--- config.mk ---
export PLATFORM = sky130hd
export DESIGN_NAME = player_laser_flat
export DESIGN_NICKNAME = d
export VERILOG_FILES = /design/src/rtl/player_laser_pkg.sv /design/src/rtl/player_laser_if.sv /design/src/rtl/laser_y_counter.sv /design/src/rtl/player_laser.sv /design/src/flat_wrapper.sv
export SDC_FILE = /design/constraint.sdc
export NUM_CORES = 1
export LEC_CHECK = 0
export BUFFER_PORTS_ARGS = -buffer_cell sky130_fd_sc_hd__buf_2
export CORE_MARGIN = 8
export CORE_UTILIZATION = 45
export CTS_BUF_LIST = sky130_fd_sc_hd__clkbuf_4 sky130_fd_sc_hd__clkbuf_8
export DETAILED_ROUTE_END_ITERATION = 8
export GPL_TIMING_DRIVEN = 1
export HOLD_SLACK_MARGIN = 0.06
export PLACE_DENSITY = 0.73
export SLEW_MARGIN = 20
export SYNTH_ARGS = -nofsm -noshare
export SYNTH_HDL_FRONTEND = slang
export SYNTH_SLANG_ARGS = --single-unit
--- constraint.sdc ---
create_clock -name clk_i -period 2.75 [get_ports clk_i]
set_input_delay 0.1375 -clock clk_i [delete_from_list [all_inputs] [get_ports clk_i]]
set_output_delay 0.1375 -clock clk_i [all_outputs]
set_load 0.01 [all_outputs]
--- src/rtl/player_laser_pkg.sv ---
// Shared definitions for the player laser: state encoding, playfield constants
// and the saturating shot-count helper.
package player_laser_pkg;

    typedef enum logic [3:0] {
        ST_IDLE   = 4'b0001,
        ST_FLYING = 4'b0010,
        ST_HIT    = 4'b0100,
        ST_EXPIRE = 4'b1000
    } state_t;

    // Also used by the enemy grid collision check, so keep them in one place.
    localparam logic [9:0]  SPAWN_Y     = 10'd440;
    localparam logic [9:0]  TOP_BORDER  = 10'd24;
    localparam logic [9:0]  SPEED       = 10'd8;
    localparam logic [9:0]  LASER_H     = 10'd12;
    localparam logic [11:0] LASER_COLOR = 12'hFFF;

    function automatic logic [7:0] sat_inc8(input logic [7:0] v);
        return (v == 8'hFF) ? v : v + 8'd1;
    endfunction

endpackage

--- src/rtl/player_laser_if.sv ---
// Signal bundle between the player ship / enemy grid side and the laser block.
// fire_i is a request accepted only in IDLE with pause_i low; acceptance is seen
// as active_o=1 on the following cycle, and there is no separate ready signal.
interface player_laser_if;
    logic       frame_tick_i;
    logic       fire_i;
    logic [9:0] gun_pos_i;
    logic       pause_i;
    logic       hit_target_i;
    logic       clear_i;
    logic       active_o;
    logic [9:0] x_o;
    logic [9:0] y_top_o;
    logic [9:0] y_bot_o;
    logic       hit_o;
    logic       expired_o;
    logic [7:0] shots_o;
    logic [3:0] laser_red_o;
    logic [3:0] laser_green_o;
    logic [3:0] laser_blue_o;
    logic [3:0] state_o;

    modport master (
        output frame_tick_i, fire_i, gun_pos_i, pause_i, hit_target_i, clear_i,
        input  active_o, x_o, y_top_o, y_bot_o, hit_o, expired_o, shots_o,
               laser_red_o, laser_green_o, laser_blue_o, state_o
    );

    modport slave (
        input  frame_tick_i, fire_i, gun_pos_i, pause_i, hit_target_i, clear_i,
        output active_o, x_o, y_top_o, y_bot_o, hit_o, expired_o, shots_o,
               laser_red_o, laser_green_o, laser_blue_o, state_o
    );
endinterface

--- src/rtl/laser_y_counter.sv ---
// 10-bit down-counter for the bullet top row: load has priority, and a step
// is only taken when it cannot wrap below zero.
module laser_y_counter
    import player_laser_pkg::*;
#(
    parameter logic [9:0] reset_val_p = SPAWN_Y,
    parameter logic [9:0] step_p      = SPEED
) (
    input  logic       clk_i,
    input  logic       reset_n_i,
    input  logic       load_i,
    input  logic [9:0] load_val_i,
    input  logic       step_i,
    output logic [9:0] count_o
);

    always_ff @(posedge clk_i or negedge reset_n_i) begin
        if (!reset_n_i) begin
            count_o <= reset_val_p;
        end else if (load_i) begin
            count_o <= load_val_i;
        end else if (step_i && (count_o >= step_p)) begin
            count_o <= count_o - step_p;
        end
    end

endmodule

--- src/rtl/player_laser.sv ---
// Single-bullet laser controller: fires from the gun x-position, climbs one
// step per frame tick, and retires on an enemy hit or at the top border.
module player_laser
    import player_laser_pkg::*;
#(
    parameter logic [11:0] color_p      = LASER_COLOR,
    parameter logic [9:0]  spawn_y_p    = SPAWN_Y,
    parameter logic [9:0]  top_border_p = TOP_BORDER,
    parameter logic [9:0]  speed_p      = SPEED,
    parameter logic [9:0]  laser_h_p    = LASER_H
) (
    input  logic          clk_i,
    input  logic          reset_n_i,
    player_laser_if.slave bus
);

    state_t     state_q, state_d;
    logic [9:0] x_q;
    logic [7:0] shots_q;
    logic [9:0] y_top;
    logic       y_load;
    logic       y_step;
    logic       fire_acc;

    laser_y_counter #(
        .reset_val_p (spawn_y_p),
        .step_p      (speed_p)
    ) u_y_counter (
        .clk_i      (clk_i),
        .reset_n_i  (reset_n_i),
        .load_i     (y_load),
        .load_val_i (spawn_y_p),
        .step_i     (y_step),
        .count_o    (y_top)
    );

    always_ff @(posedge clk_i or negedge reset_n_i) begin
        if (!reset_n_i) begin
            state_q <= ST_IDLE;
            x_q     <= 10'd0;
            shots_q <= 8'd0;
        end else begin
            state_q <= state_d;
            if (fire_acc) begin
                x_q <= bus.gun_pos_i;
            end
            if (bus.clear_i) begin
                shots_q <= 8'd0;
            end else if (fire_acc) begin
                shots_q <= sat_inc8(shots_q);
            end
        end
    end

    always_comb begin
        state_d  = state_q;
        y_load   = 1'b0;
        y_step   = 1'b0;
        fire_acc = 1'b0;
        case (state_q)
            ST_IDLE: begin
                if (bus.fire_i && !bus.pause_i) begin
                    state_d  = ST_FLYING;
                    y_load   = 1'b1;
                    fire_acc = 1'b1;
                end
            end
            ST_FLYING: begin
                // While paused every flight input is ignored and the bullet holds.
                if (!bus.pause_i) begin
                    if (bus.hit_target_i) begin
                        state_d = ST_HIT;
                    end else if (bus.frame_tick_i) begin
                        if (y_top < top_border_p + speed_p) begin
                            state_d = ST_EXPIRE;
                        end else begin
                            y_step = 1'b1;
                        end
                    end
                end
            end
            ST_HIT:    state_d = ST_IDLE;
            ST_EXPIRE: state_d = ST_IDLE;
            default:   state_d = ST_IDLE;
        endcase
        if (bus.clear_i) begin
            state_d  = ST_IDLE;
            y_load   = 1'b0;
            y_step   = 1'b0;
            fire_acc = 1'b0;
        end
    end

    assign bus.active_o      = (state_q == ST_FLYING);
    assign bus.hit_o         = (state_q == ST_HIT);
    assign bus.expired_o     = (state_q == ST_EXPIRE);
    assign bus.x_o           = x_q;
    assign bus.y_top_o       = y_top;
    assign bus.y_bot_o       = y_top + laser_h_p - 10'd1;
    assign bus.shots_o       = shots_q;
    assign bus.state_o       = state_q;
    assign bus.laser_red_o   = color_p[11:8];
    assign bus.laser_green_o = color_p[7:4];
    assign bus.laser_blue_o  = color_p[3:0];

endmodule

--- src/flat_wrapper.sv ---
// flat-port wrapper written by rule: the top's interface ports become plain ports
module player_laser_flat import player_laser_pkg::*;
#(
    parameter logic [11:0] color_p      = LASER_COLOR,
    parameter logic [9:0]  spawn_y_p    = SPAWN_Y,
    parameter logic [9:0]  top_border_p = TOP_BORDER,
    parameter logic [9:0]  speed_p      = SPEED,
    parameter logic [9:0]  laser_h_p    = LASER_H
)
  (clk_i, reset_n_i, bus_frame_tick_i, bus_fire_i, bus_gun_pos_i, bus_pause_i, bus_hit_target_i, bus_clear_i, bus_active_o, bus_x_o, bus_y_top_o, bus_y_bot_o, bus_hit_o, bus_expired_o, bus_shots_o, bus_laser_red_o, bus_laser_green_o, bus_laser_blue_o, bus_state_o);
  player_laser_if bus_i ();
  input  logic clk_i;
  input  logic reset_n_i;
  input wire logic [$bits(bus_i.frame_tick_i)-1:0] bus_frame_tick_i;
  input wire logic [$bits(bus_i.fire_i)-1:0] bus_fire_i;
  input wire logic [$bits(bus_i.gun_pos_i)-1:0] bus_gun_pos_i;
  input wire logic [$bits(bus_i.pause_i)-1:0] bus_pause_i;
  input wire logic [$bits(bus_i.hit_target_i)-1:0] bus_hit_target_i;
  input wire logic [$bits(bus_i.clear_i)-1:0] bus_clear_i;
  output wire logic [$bits(bus_i.active_o)-1:0] bus_active_o;
  output wire logic [$bits(bus_i.x_o)-1:0] bus_x_o;
  output wire logic [$bits(bus_i.y_top_o)-1:0] bus_y_top_o;
  output wire logic [$bits(bus_i.y_bot_o)-1:0] bus_y_bot_o;
  output wire logic [$bits(bus_i.hit_o)-1:0] bus_hit_o;
  output wire logic [$bits(bus_i.expired_o)-1:0] bus_expired_o;
  output wire logic [$bits(bus_i.shots_o)-1:0] bus_shots_o;
  output wire logic [$bits(bus_i.laser_red_o)-1:0] bus_laser_red_o;
  output wire logic [$bits(bus_i.laser_green_o)-1:0] bus_laser_green_o;
  output wire logic [$bits(bus_i.laser_blue_o)-1:0] bus_laser_blue_o;
  output wire logic [$bits(bus_i.state_o)-1:0] bus_state_o;
  assign bus_i.frame_tick_i = bus_frame_tick_i;
  assign bus_i.fire_i = bus_fire_i;
  assign bus_i.gun_pos_i = bus_gun_pos_i;
  assign bus_i.pause_i = bus_pause_i;
  assign bus_i.hit_target_i = bus_hit_target_i;
  assign bus_i.clear_i = bus_clear_i;
  assign bus_active_o = bus_i.active_o;
  assign bus_x_o = bus_i.x_o;
  assign bus_y_top_o = bus_i.y_top_o;
  assign bus_y_bot_o = bus_i.y_bot_o;
  assign bus_hit_o = bus_i.hit_o;
  assign bus_expired_o = bus_i.expired_o;
  assign bus_shots_o = bus_i.shots_o;
  assign bus_laser_red_o = bus_i.laser_red_o;
  assign bus_laser_green_o = bus_i.laser_green_o;
  assign bus_laser_blue_o = bus_i.laser_blue_o;
  assign bus_state_o = bus_i.state_o;
  player_laser #(.color_p(color_p), .spawn_y_p(spawn_y_p), .top_border_p(top_border_p), .speed_p(speed_p), .laser_h_p(laser_h_p)) u_core (.clk_i(clk_i), .reset_n_i(reset_n_i), .bus(bus_i));
endmodule
==> results of run 1 <==
-- repair_timing --
item                                    in CTS  in global routing
endpoints found under the hold margin       23                  0
endpoints found under the setup margin       0                  0
hold buffers                                 1                  0
-- logic make-up after synthesis --
| group | after synthesis | synth area share (%) |
|---|---|---|
| flip-flops | 29 | 42.4 |
| other | 2 | 0.435 |
| adder cells (fa/ha/maj) | 3 | 2.17 |
| XOR/XNOR | 7 | 3.55 |
| AND/OR/NAND/NOR | 50 | 20.8 |
| multiplexers | 15 | 9.49 |
| AO/OA/AOI/OAI | 24 | 10.6 |
| buffers and inverters | 26 | 10.6 |
-- area by class of cell --
cell class / instances / area (um2) / area share, %
multi-input combinational: 117 / 872 / 41.9
inverter: 3 / 11.3 / 0.541
clock inverter: 1 / 30.0 / 1.44
tap: 48 / 60.1 / 2.88
sequential: 29 / 733 / 35.2
timing repair buffer: 56 / 285 / 13.7
clock buffer: 7 / 90.1 / 4.33
-- critical path: stages, from the launching register on --
cell and delay, ps:
dfstp_2 600, and4bb_1 450, nand2_2 300, mux2_1 390
-- registers in the layout (all words and copies together), names as in the netlist --
signal	count
u_core.bus.x_o	10
u_core.bus.shots_o	8
u_core.u_y_counter.count_o	7
u_core.bus.state_o	4
-- per-stage QoR --
stage / hold slack, ps / cell area (um2) / utilization, % / setup WS, ps / std cells
final: 73.7 / 2080 / 56.4 / 894 / 261
after global routing: 69.7 / 2080 / 56.4 / 758 / 261
after detailed placement: 196 / 1950 / 52.9 / 876 / 252
after CTS: 64.1 / 2080 / 56.4 / 893 / 261
after floorplan: -158 / 1790 / - / 1080 / 172
after global placement: 199 / 1950 / 52.9 / 953 / 252
-- worst paths after layout --
path	slack [ps]	endpoint	start
setup / recovery	890	u_core.bus.x_o[3]$_DFFE_PN0P_	u_core.bus.state_o[0]$_DFFE_PN1P_
max in group asynchronous	1920	u_core.bus.state_o[3]$_DFFE_PN0P_	reset_n_i
min in group asynchronous	420	u_core.bus.x_o[5]$_DFFE_PN0P_	reset_n_i
hold reg to reg	490	u_core.bus.x_o[6]$_DFFE_PN0P_	u_core.bus.x_o[6]$_DFFE_PN0P_
hold / removal	70	u_core.bus.x_o[6]$_DFFE_PN0P_	bus_gun_pos_i[6]
setup reg to reg	890	u_core.bus.x_o[3]$_DFFE_PN0P_	u_core.bus.state_o[0]$_DFFE_PN1P_
-- placed cells by master (no fill, tap or decap), types with 2 or more instances in the layout --
master and count:
buf_2 55, dfrtp_1 23, conb_1 18, nand2_1 9
mux2_1 7, a21oi_1 7, nand3_1 6, clkbuf_8 6
dfstp_2 6, xnor2_1 5, mux2i_1 4, mux2_2 4
nor2_1 4, inv_1 3, or3_1 3, nand2b_1 3
o21ai_0 3, ha_1 3, nor4b_4 2, xor2_1 2
nor4b_1 2, nor3_2 2, o211ai_1 2, nor3b_1 2
and3_1 2, o211a_1 2, nor2b_1 2
-- power by group --
group          switching [W]  internal [W]
clock network       0.000157      0.000305
logic              0.0000860     0.0000698
registers          0.0000231      0.000466
-- routing by layer --
| metal | vias to the layer above | global-route usage (%) |
|---|---|---|
| met2 | 53 | 20.6 |
| li1 | 638 | - |
| met5 | - | 0 |
| met1 | 644 | 14.9 |
| met4 | 0 | 4.44 |
| met3 | 5 | 6.68 |
==> impl_results.md, run 1 <==
* EDFF count, synth at 0
* Met1 layer wirelength in the final routing at 1.72 mm
* Fill cell instance count of the final layout at 357
* Core Footprint at 3690 um2
* Depth of the most critical reg-to-reg path at 3
* TritonCTS Buffers at 5
* Iteration-0 DRC count of the detailed router at 80
* Share of post-route cells with drive strength above 1 at 40.4%
* Clock tree root driver cell: clkbuf_8
* Avg Synthesized Cell Area at 11.1 um2
* Post-synthesis instance area at 1730 um2
* Final period demand of the worst path at 1860 ps
* Status: finished, final reports clean
* Critical Path RT at 2910 ps
* Routed wl met2 at 1.78 mm
* Count of synthesis-stage warnings from yosys at 0
* Uppermost routed layer: met4
* Startpoint types: register
* Worst Path Class, Setup: register to register
* Overall power after layout at 0.00111 W
* Gr usage total at 13.0%
* Post_cts resized at 0
* Starting density of the core at 46.8%
* Critical path fanouts, max at 15
* Max frequency at 539 MHz
* Main flop type after synthesis: dfrtp_1
* Fraction of registers with async set or reset after synthesis at 100%
* Routed wire per std cell at 14.9 um
* Post-route ant nets at 0
* Drt pass-1 iters at 4
* Total routed wirelength at 3.90 mm
* Slew at the pin closest to its max-slew limit at 625 ps
* Power per standard cell area at 532 nW/um2
* Max Clock Skew at 10.6 ps
* Number of vias per cell at 5.13
* Part of the cycle the worst path needs at 67.5%
* Worst vdd ir at 0.000455 V
* Count of buffers from port buffering at 55
* # setup viols final at 0
* CTS clock-pin slew for the worst setup and hold paths at 60 ps
* DRC viols at 0
* Maximum buffer depth of the clock tree at 2
* Max-Cap Viols at 0
* Synth cell count leaders: dfrtp_1, buf_4, nand2_1, a21oi_1, mux2_1
* Die Height at 78.0 um
* Via count at 1,340
* Arrival time of the worst setup path at 2010 ps
* Number of distinct library cells after synthesis at 52
* Antenna Diode Count at 0
* Setup fix buffers added after clock tree synthesis at 0
* Total global routing overflow at 0
* Share of the yosys chip area belonging to registers at 42.4%
* Mapped Cells at 156
* Element type at the critical path end: register
* H-tree levels at 2
* Number of cells on the worst hold path at 2
* Number of standard-cell rows in the floorplan at 22
* Maximum number of pins on one net before global-route repair at 30
* Die outline width at 78.0 um
* Sum of net half-perimeters after detailed placement at 2.96 mm
* Final net count at 232
* Top post-synthesis cells by area: dfrtp_1, dfstp_2, buf_4
* Unrepaired setup endpoints after global routing: no
* Synth top area share at 33.3%
* Relative slew slack at 58.3%
* Die footprint at 6080 um2
* Global-route wire length before repair at 6.58 mm
* Clock net sink count at 29
* Area growth from synthesis to layout at 20.5%
* Final Slew Violations at 0
* LEAKAGE at 0.991 nW
* Final hold violation count at 0
* Insertion delay to the later sink of the worst-skew pair at 280 ps
* Final GP Congestion at 0.729
* Most frequent cell after synthesis: dfrtp_1
* I/O pins at 74
* Class of the tightest hold or removal check: input port to register
* Final sum of negative setup slack at 0 ps
* Number of antenna violations at the first check in global routing at 0
* Via count of the first global-routing pass at 1,395
* Flip-flop and latch count after synthesis at 29
* Most area-hungry cell type in the Yosys netlist: dfrtp_1
* Clock tree from TritonCTS: done
* Met3 Wirelength at 351 um
(Power assumes the default switching activity.)
==> run 2, diff against run 1 <==
- CORE_UTILIZATION: 45 -> 44
- PLACE_DENSITY: 0.73 -> 0.75
- clock period: 2.75 -> 1.6 ns (I/O delays scaled with it)
==> run 2 against run 1 <==
Combinational power grew 110%. Die area grew 1.8%. Clock power grew 73%. Fmax grew 16%. Register-to-register slack lost 890 ps. Via count grew 14%. Setup slack lost 890 ps. Sequential share of layout area shrank 5.6 points. Hold slack gained 37 ps. Utilization grew 10 points. Non-clock buffer count grew 42.
==> impl_results.md, run 2 (synthesis results as in run 1) <==
* DRC viols at 0 (unchanged)
* Final net count at 274 (+18%)
* Clock power share at 40.8% (-0.9 points)
* Post-DP Area at 2120 um2 (+8.4%)
* Count of buffers from port buffering at 55 (unchanged)
* I/O pins at 74 (unchanged)
* Routed wire per std cell at 14.8 um (-0.79%)
* Unrepaired setup endpoints after global routing: yes
* Gr usage total at 15.1% (+2.1 points)
* LEAKAGE at 1.19 nW (+20%)
* Worst vdd ir at 0.000601 V (+32%)
* Starting density of the core at 46.5% (-0.35 points)
* Die outline width at 78.7 um (+0.90%)
* Depth of the most critical reg-to-reg path at 4 (+1)
* Capture point of the worst reg-to-reg path: u_core.u_y_counter.count_o[8]$_DFFE_PN1P_
* Finished Cell Area at 2480 um2 (+19%)
* Max frequency at 628 MHz (+16%)
* # setup viols final at 0 (unchanged)
* Die footprint at 6190 um2 (+1.8%)
* Final period demand of the worst path at 1590 ps (-263 ps)
* Pre-CTS setup slack at -23.5 ps (-900 ps)
* Switching pwr at 0.000497 W (+87%)
* Sum of net half-perimeters after detailed placement at 3.29 mm (+11%)
* Final GP Congestion at 0.832 (+14%)
* Part of the total power dissipated in sequential elements at 42.6% (-1.6 points)
* Critical path fanouts, max at 6 (-9)
* Clock tree from TritonCTS: done
* Number of vias per cell at 5.03 (-2.1%)
* Slack of the critical path at 6.52 ps (-887 ps)
* Number of standard-cell rows in the floorplan at 22 (unchanged)
* H-tree levels at 2 (unchanged)
* Global-route wire length before repair at 7.56 mm (+15%)
* Arrival time of the worst setup path at 1810 ps (-200 ps)
* Final sum of negative setup slack at 0 ps (unchanged)
* Critical Path RT at 1810 ps (-1100 ps)
* Beginning of the critical path: u_core.u_y_counter.count_o[8]$_DFFE_PN1P_
* Maximum number of pins on one net before global-route repair at 30 (unchanged)
* Slew at the pin closest to its max-slew limit at 629 ps (+4.06 ps)
* Total routed wirelength at 4.49 mm (+15%)
* Maximum buffer depth of the clock tree at 2 (unchanged)
* Launch instance of the worst register-to-register path: u_core.u_y_counter.count_o[8]$_DFFE_PN1P_
* CTS clock-pin slew for the worst setup and hold paths at 60 ps (about the same)
* Most frequent cells in the layout: buf_2, buf_4, dfrtp_1, conb_1, dlygate4sd3_1
* Share of power burned in combinational logic at 16.6% (+2.5 points)
* Internal power at 0.00146 W (+74%)
* Insertion delay to the later sink of the worst-skew pair at 290 ps (about the same)
* Via count of the first global-routing pass at 1,609 (+15%)
* Antenna Diode Count at 0 (unchanged)
* Total global routing overflow at 0 (unchanged)
* Via count at 1,523 (+14%)
* Iteration-0 DRC count of the detailed router at 49 (-39%)
* Area taken by flip-flops and latches at 734 um2 (+0.17%)
* Max-Cap Viols at 0 (unchanged)
* Class of the tightest hold or removal check: input port to register
* Part of the cycle the worst path needs at 99.6% (+32 points)
* Fraction of power spent switching nets at 25.4% (+1.3 points)
* Flip-flop count of the largest register after layout at 10 (unchanged)
* Die Height at 78.7 um (+0.90%)
* Drt pass-1 iters at 4 (unchanged)
* Clock tree root driver cell: clkbuf_8
* Final Slew Violations at 0 (unchanged)
* TritonCTS Buffers at 5 (unchanged)
* Post-route ant nets at 0 (unchanged)
* Worst Path Class, Setup: register to register
* Power per standard cell area at 791 nW/um2 (+49%)
* Startpoint types: register
* Core Footprint at 3720 um2 (+0.75%)
* Relative slew slack at 58.1% (-0.27 points)
* Status: finished, final reports clean
* Fill cell instance count of the final layout at 306 (-14%)
* Internal reg-to-reg setup slack at 7 ps (-890 ps)
* Commonest non-fill, non-tap cell in the layout: buf_2
* Final hold violation count at 0 (unchanged)
* Area growth from synthesis to layout at 43.4%
* Clock net sink count at 29 (unchanged)
* Number of antenna violations at the first check in global routing at 0 (unchanged)
* Share of post-route cells with drive strength above 1 at 49.0% (+8.6 points)
* Area used by multi-input combinational logic at 915 um2 (+4.9%)
* Element type at the critical path end: register
* Max Clock Skew at 5.21 ps (-5.43 ps)
* Critical path destination: u_core.u_y_counter.count_o[8]$_DFFE_PN1P_
## run 2: worst min-delay path by stage
stage / start / endpoint / depth (start not counted)
5_1_grt: bus_hit_target_i / u_core.bus.state_o[3]$_DFFE_PN0P_ / 4
2_1_floorplan: reset_n_i / u_core.bus.shots_o[0]$_DFFE_PN0P_ / 0
6_report: bus_hit_target_i / u_core.bus.state_o[3]$_DFFE_PN0P_ / 4
3_3_place_gp: reset_n_i / u_core.bus.shots_o[1]$_DFFE_PN0P_ / 1
4_1_cts: bus_hit_target_i / u_core.bus.state_o[3]$_DFFE_PN0P_ / 4
3_5_place_dp: reset_n_i / u_core.bus.shots_o[1]$_DFFE_PN0P_ / 1
## run 2: what timing repair did
action,CTS,global route
hold endpoints to repair,33,0
endpoints found under the setup margin,8,11
pin swaps,3,7
hold buffers,11,0
setup buffers,6,6
resized for setup,3,7
## run 2: cell type report
class	instances	share of cell area, %
Clock inverter	2	1.52
Sequential cell	29	29.6
Clock buffer	6	3.33
Tap cell	48	2.42
Multi-Input combinational cell	117	36.9
Timing Repair Buffer	98	25.7
Inverter	3	0.455
## run 2: per-stage QoR
step	util [%]	std cells	hold slack, ps	total power, W
CTS	64.6	297	97.9	0.00197
global placement	56.9	272	147	0.00113
detailed placement	56.9	272	142	0.00114
floorplan	-	172	-216	0.00103
global route	66.7	303	133	0.00205
finish	66.7	303	110	0.00196
## run 2: worst max-delay path, cell delays in order (launching register included)
cell      delay, ps
dfstp_2         370
or4_4           570
o211ai_4        260
nor3_1           90
a211o_1         230
## run 2: routing by layer
layer	vias up	part of all wire (%)	track usage, %
met3	10	6.8	5.47
met1	748	38	16.2
met2	41	53	26.3
met4	0	2.1	6.11
met5	-	0	0
li1	724	-	-
## run 2: power by group through the flow
stage	Combinational [W]	Clock (W)	Sequential (W)
3_3_place_gp	0.000290	0	0.000843
5_1_grt	0.000356	0.000847	0.000844
2_1_floorplan	0.000151	0	0.000882
4_1_cts	0.000325	0.000815	0.000834
3_5_place_dp	0.000295	0	0.000849
6_report	0.000324	0.000801	0.000835
==> run 3, diff against run 2 <==
--- a/config.mk
+++ b/config.mk
@@ -13,5 +13,5 @@
 export GPL_TIMING_DRIVEN = 1
 export HOLD_SLACK_MARGIN = 0.06
-export PLACE_DENSITY = 0.75
+export PLACE_DENSITY = 0.78
 export SLEW_MARGIN = 20
 export SYNTH_ARGS = -nofsm -noshare
==> constraint.sdc (replaced) <==
create_clock -name clk_i -period 1.6 [get_ports clk_i]
set_input_delay 0.08 -clock clk_i [delete_from_list [all_inputs] [get_ports clk_i]]
set_output_delay 0.08 -clock clk_i [all_outputs]
set_load 0.1 [all_outputs]
==> run 3 against run 2 <==
The flow now finishes with violations (negative setup slack). First-iteration DRC count is 110% higher. Via count up 5.8%. Hold slack better by 36 ps. Final area grew 20%. Setup slack worse by 170 ps. Sequential power increased by 1%. Sequential cell count did not move. Final cell count grew 1.7%. Critical path type unchanged. Critical endpoint unchanged.
==> impl_results.md, run 3 (synthesis results as in run 1) <==
* Final Slew Violations at 0 (unchanged)
* # setup viols final at 15 (+15)
* Launch instance of the worst register-to-register path: u_core.u_y_counter.count_o[7]$_DFFE_PN1P_
* Power per standard cell area at 846 nW/um2 (+6.9%)
* Element type at the critical path end: register
* Clock tree from TritonCTS: done
* Finished Core Util at 80.3% (+14 points)
* Number of cells on the worst hold path at 4 (unchanged)
* Drt pass-1 iters at 4 (unchanged)
* Failing checks: negative setup slack
* Min-Delay Endpoint: u_core.bus.state_o[3]$_DFFE_PN0P_
* CTS clock-pin slew for the worst setup and hold paths at 70 ps (about the same)
* Sum of net half-perimeters after detailed placement at 3.54 mm (+7.6%)
* Gr usage total at 18.0% (+2.8 points)
* I/O pins at 74 (unchanged)
* LEAKAGE at 1.31 nW (+9.9%)
* Startpoint types: register
* Maximum buffer depth of the clock tree at 2 (unchanged)
* Routed wl met2 at 3.07 mm (+29%)
* Final net count at 279 (+1.8%)
* Final cell count without fillers at 308 (+1.7%)
* Clock net sink count at 29 (unchanged)
* Class of the tightest hold or removal check: input port to register
* Number of standard-cell rows in the floorplan at 22 (unchanged)
* Uppermost routed layer: met4
* Worst Path Class, Setup: register to register
* Unrepaired setup endpoints after global routing: yes
* Number of antenna violations at the first check in global routing at 0 (unchanged)
* Final hold violation count at 0 (unchanged)
* Core Footprint at 3720 um2 (unchanged)
* Arrival time of the worst setup path at 1970 ps (+160 ps)
* Switching pwr at 0.00118 W (+140%)
* Max frequency at 566 MHz (-9.8%)
* Share of post-route cells with drive strength above 1 at 62.7% (+14 points)
* Max Clock Skew at 6.87 ps (+1.66 ps)
* Capture point of the worst reg-to-reg path: u_core.u_y_counter.count_o[8]$_DFFE_PN1P_
* Internal power at 0.00135 W (-7.7%)
* Critical Path RT at 1810 ps (about the same)
* Via count at 1,612 (+5.8%)
* Number of vias per cell at 5.23 (+4.1%)
* Worst vdd ir at 0.000894 V (+49%)
* Routed wire per std cell at 18.7 um (+26%)
* Most frequent cells in the layout: buf_2, buf_4, conb_1, buf_12
* Part of the total power dissipated in sequential elements at 33.5% (-9.1 points)
* H-tree levels at 2 (unchanged)
* Post-route ant nets at 0 (unchanged)
* Part of the cycle the worst path needs at 110% (+11 points)
* Flip-flop count of the largest register after layout at 10 (unchanged)
* Insertion delay to the later sink of the worst-skew pair at 280 ps (about the same)
* Overall power after layout at 0.00253 W (+29%)
* Beginning of the critical path: u_core.u_y_counter.count_o[7]$_DFFE_PN1P_
* Internal reg-to-reg setup slack at -170 ps (-170 ps)
* Area taken by flip-flops and latches at 772 um2 (+5.1%)
* Post-Place Cells at 271 (-0.37%)
* Clock tree root driver cell: clkbuf_8
* TritonCTS Buffers at 5 (unchanged)
* Antenna Diode Count at 0 (unchanged)
* Fraction of power spent switching nets at 46.6% (+21 points)
* Final sum of negative setup slack at -968 ps (-968 ps)
* Commonest non-fill, non-tap cell in the layout: buf_2
* Count of buffers from port buffering at 55 (unchanged)
* Total global routing overflow at 0 (unchanged)
* Share of power burned in combinational logic at 42.8% (+26 points)
* Depth of the most critical reg-to-reg path at 6 (+2)
* Max-Cap Viols at 0 (unchanged)
* Global-route wire length before repair at 8.85 mm (+17%)
* Final GP Congestion at 0.868 (+4.4%)
* Critical path fanouts, max at 5 (-1)
* Maximum number of pins on one net before global-route repair at 30 (unchanged)
* Die footprint at 6190 um2 (unchanged)
* Slack of the critical path at -166 ps (-172 ps)
* Area used by multi-input combinational logic at 1160 um2 (+27%)
* Starting density of the core at 46.5% (unchanged)
* Final period demand of the worst path at 1770 ps (+172 ps)
* Iteration-0 DRC count of the detailed router at 104 (+110%)
* Clock power share at 23.7% (-17 points)
* Relative slew slack at 56.1% (-2.0 points)
* Area growth from synthesis to layout at 72.7%
* Worst Min Path Start: bus_hit_target_i
* Total routed wirelength at 5.75 mm (+28%)
* DRC viols at 0 (unchanged)
* Die outline width at 78.7 um (unchanged)
* Die Height at 78.7 um (unchanged)
* Fill cell instance count of the final layout at 219 (-28%)
* Met3 Wirelength at 441 um (+46%)
* Slew at the pin closest to its max-slew limit at 659 ps (+30.2 ps)
* Met1 layer wirelength in the final routing at 2.15 mm (+26%)
* Via count of the first global-routing pass at 1,677 (+4.2%)
* Status: complete, but fails checks
[run 3: worst max-delay path, cell delays in order (launching register included)]
cell     delay (ps)
dfstp_4         470
buf_6           120
buf_4           160
nor4_2          360
nand2_1         150
o21a_1          180
a211o_1         250
[run 3: final cells by class]
class,instances,area share [%]
multi-input cells,118,39.0
repair buffers,102,29.6
flip-flops and latches,29,25.9
clock buffers,6,2.56
well taps,48,2.01
inverters,3,0.545
clock inverters,2,0.335
[run 3: worst max-delay path by stage]
stage / to / slack, ps
finish: u_core.u_y_counter.count_o[8]$_DFFE_PN1P_ / -170
global route: u_core.u_y_counter.count_o[8]$_DFFE_PN1P_ / -280
CTS: bus_y_bot_o[9] / -140
detailed placement: u_core.u_y_counter.count_o[8]$_DFFE_PN1P_ / -80
global placement: u_core.u_y_counter.count_o[8]$_DFFE_PN1P_ / -30
floorplan: u_core.u_y_counter.count_o[7]$_DFFE_PN1P_ / -1140
[run 3: per-stage QoR]
step	setup slack (ps)	hold WS, ps	instance area, um2
after floorplan	-1140	-216	2030
after global placement	-33.8	148	2490
after detailed placement	-76.0	149	2490
after CTS	-138	142	2850
after global routing	-279	153	2980
final	-166	147	2980
[run 3: power groups by stage]
stage	registers, W	clock network, W	logic (W)
after floorplan	0.00134	0	0.000388
after global placement	0.000853	0	0.00101
after detailed placement	0.000857	0	0.00102
after CTS	0.000844	0.000610	0.00106
after global routing	0.000854	0.000636	0.00111
final	0.000847	0.000598	0.00108
[run 3: metal layers]
metal | vias to the layer above | global-route usage (%)
li1 | 736 | -
met1 | 784 | 20.4
met2 | 84 | 31.7
met3 | 8 | 4.10
met4 | 0 | 7.22
met5 | - | 0
[run 3: repair_timing]
action	in CTS	in global routing
pin swaps	11	13
gates resized for setup	19	14
setup buffers	13	4
gates cloned	0	1
setup endpoints to repair	19	33
endpoints found under the hold margin	33	0
hold buffers	11	0
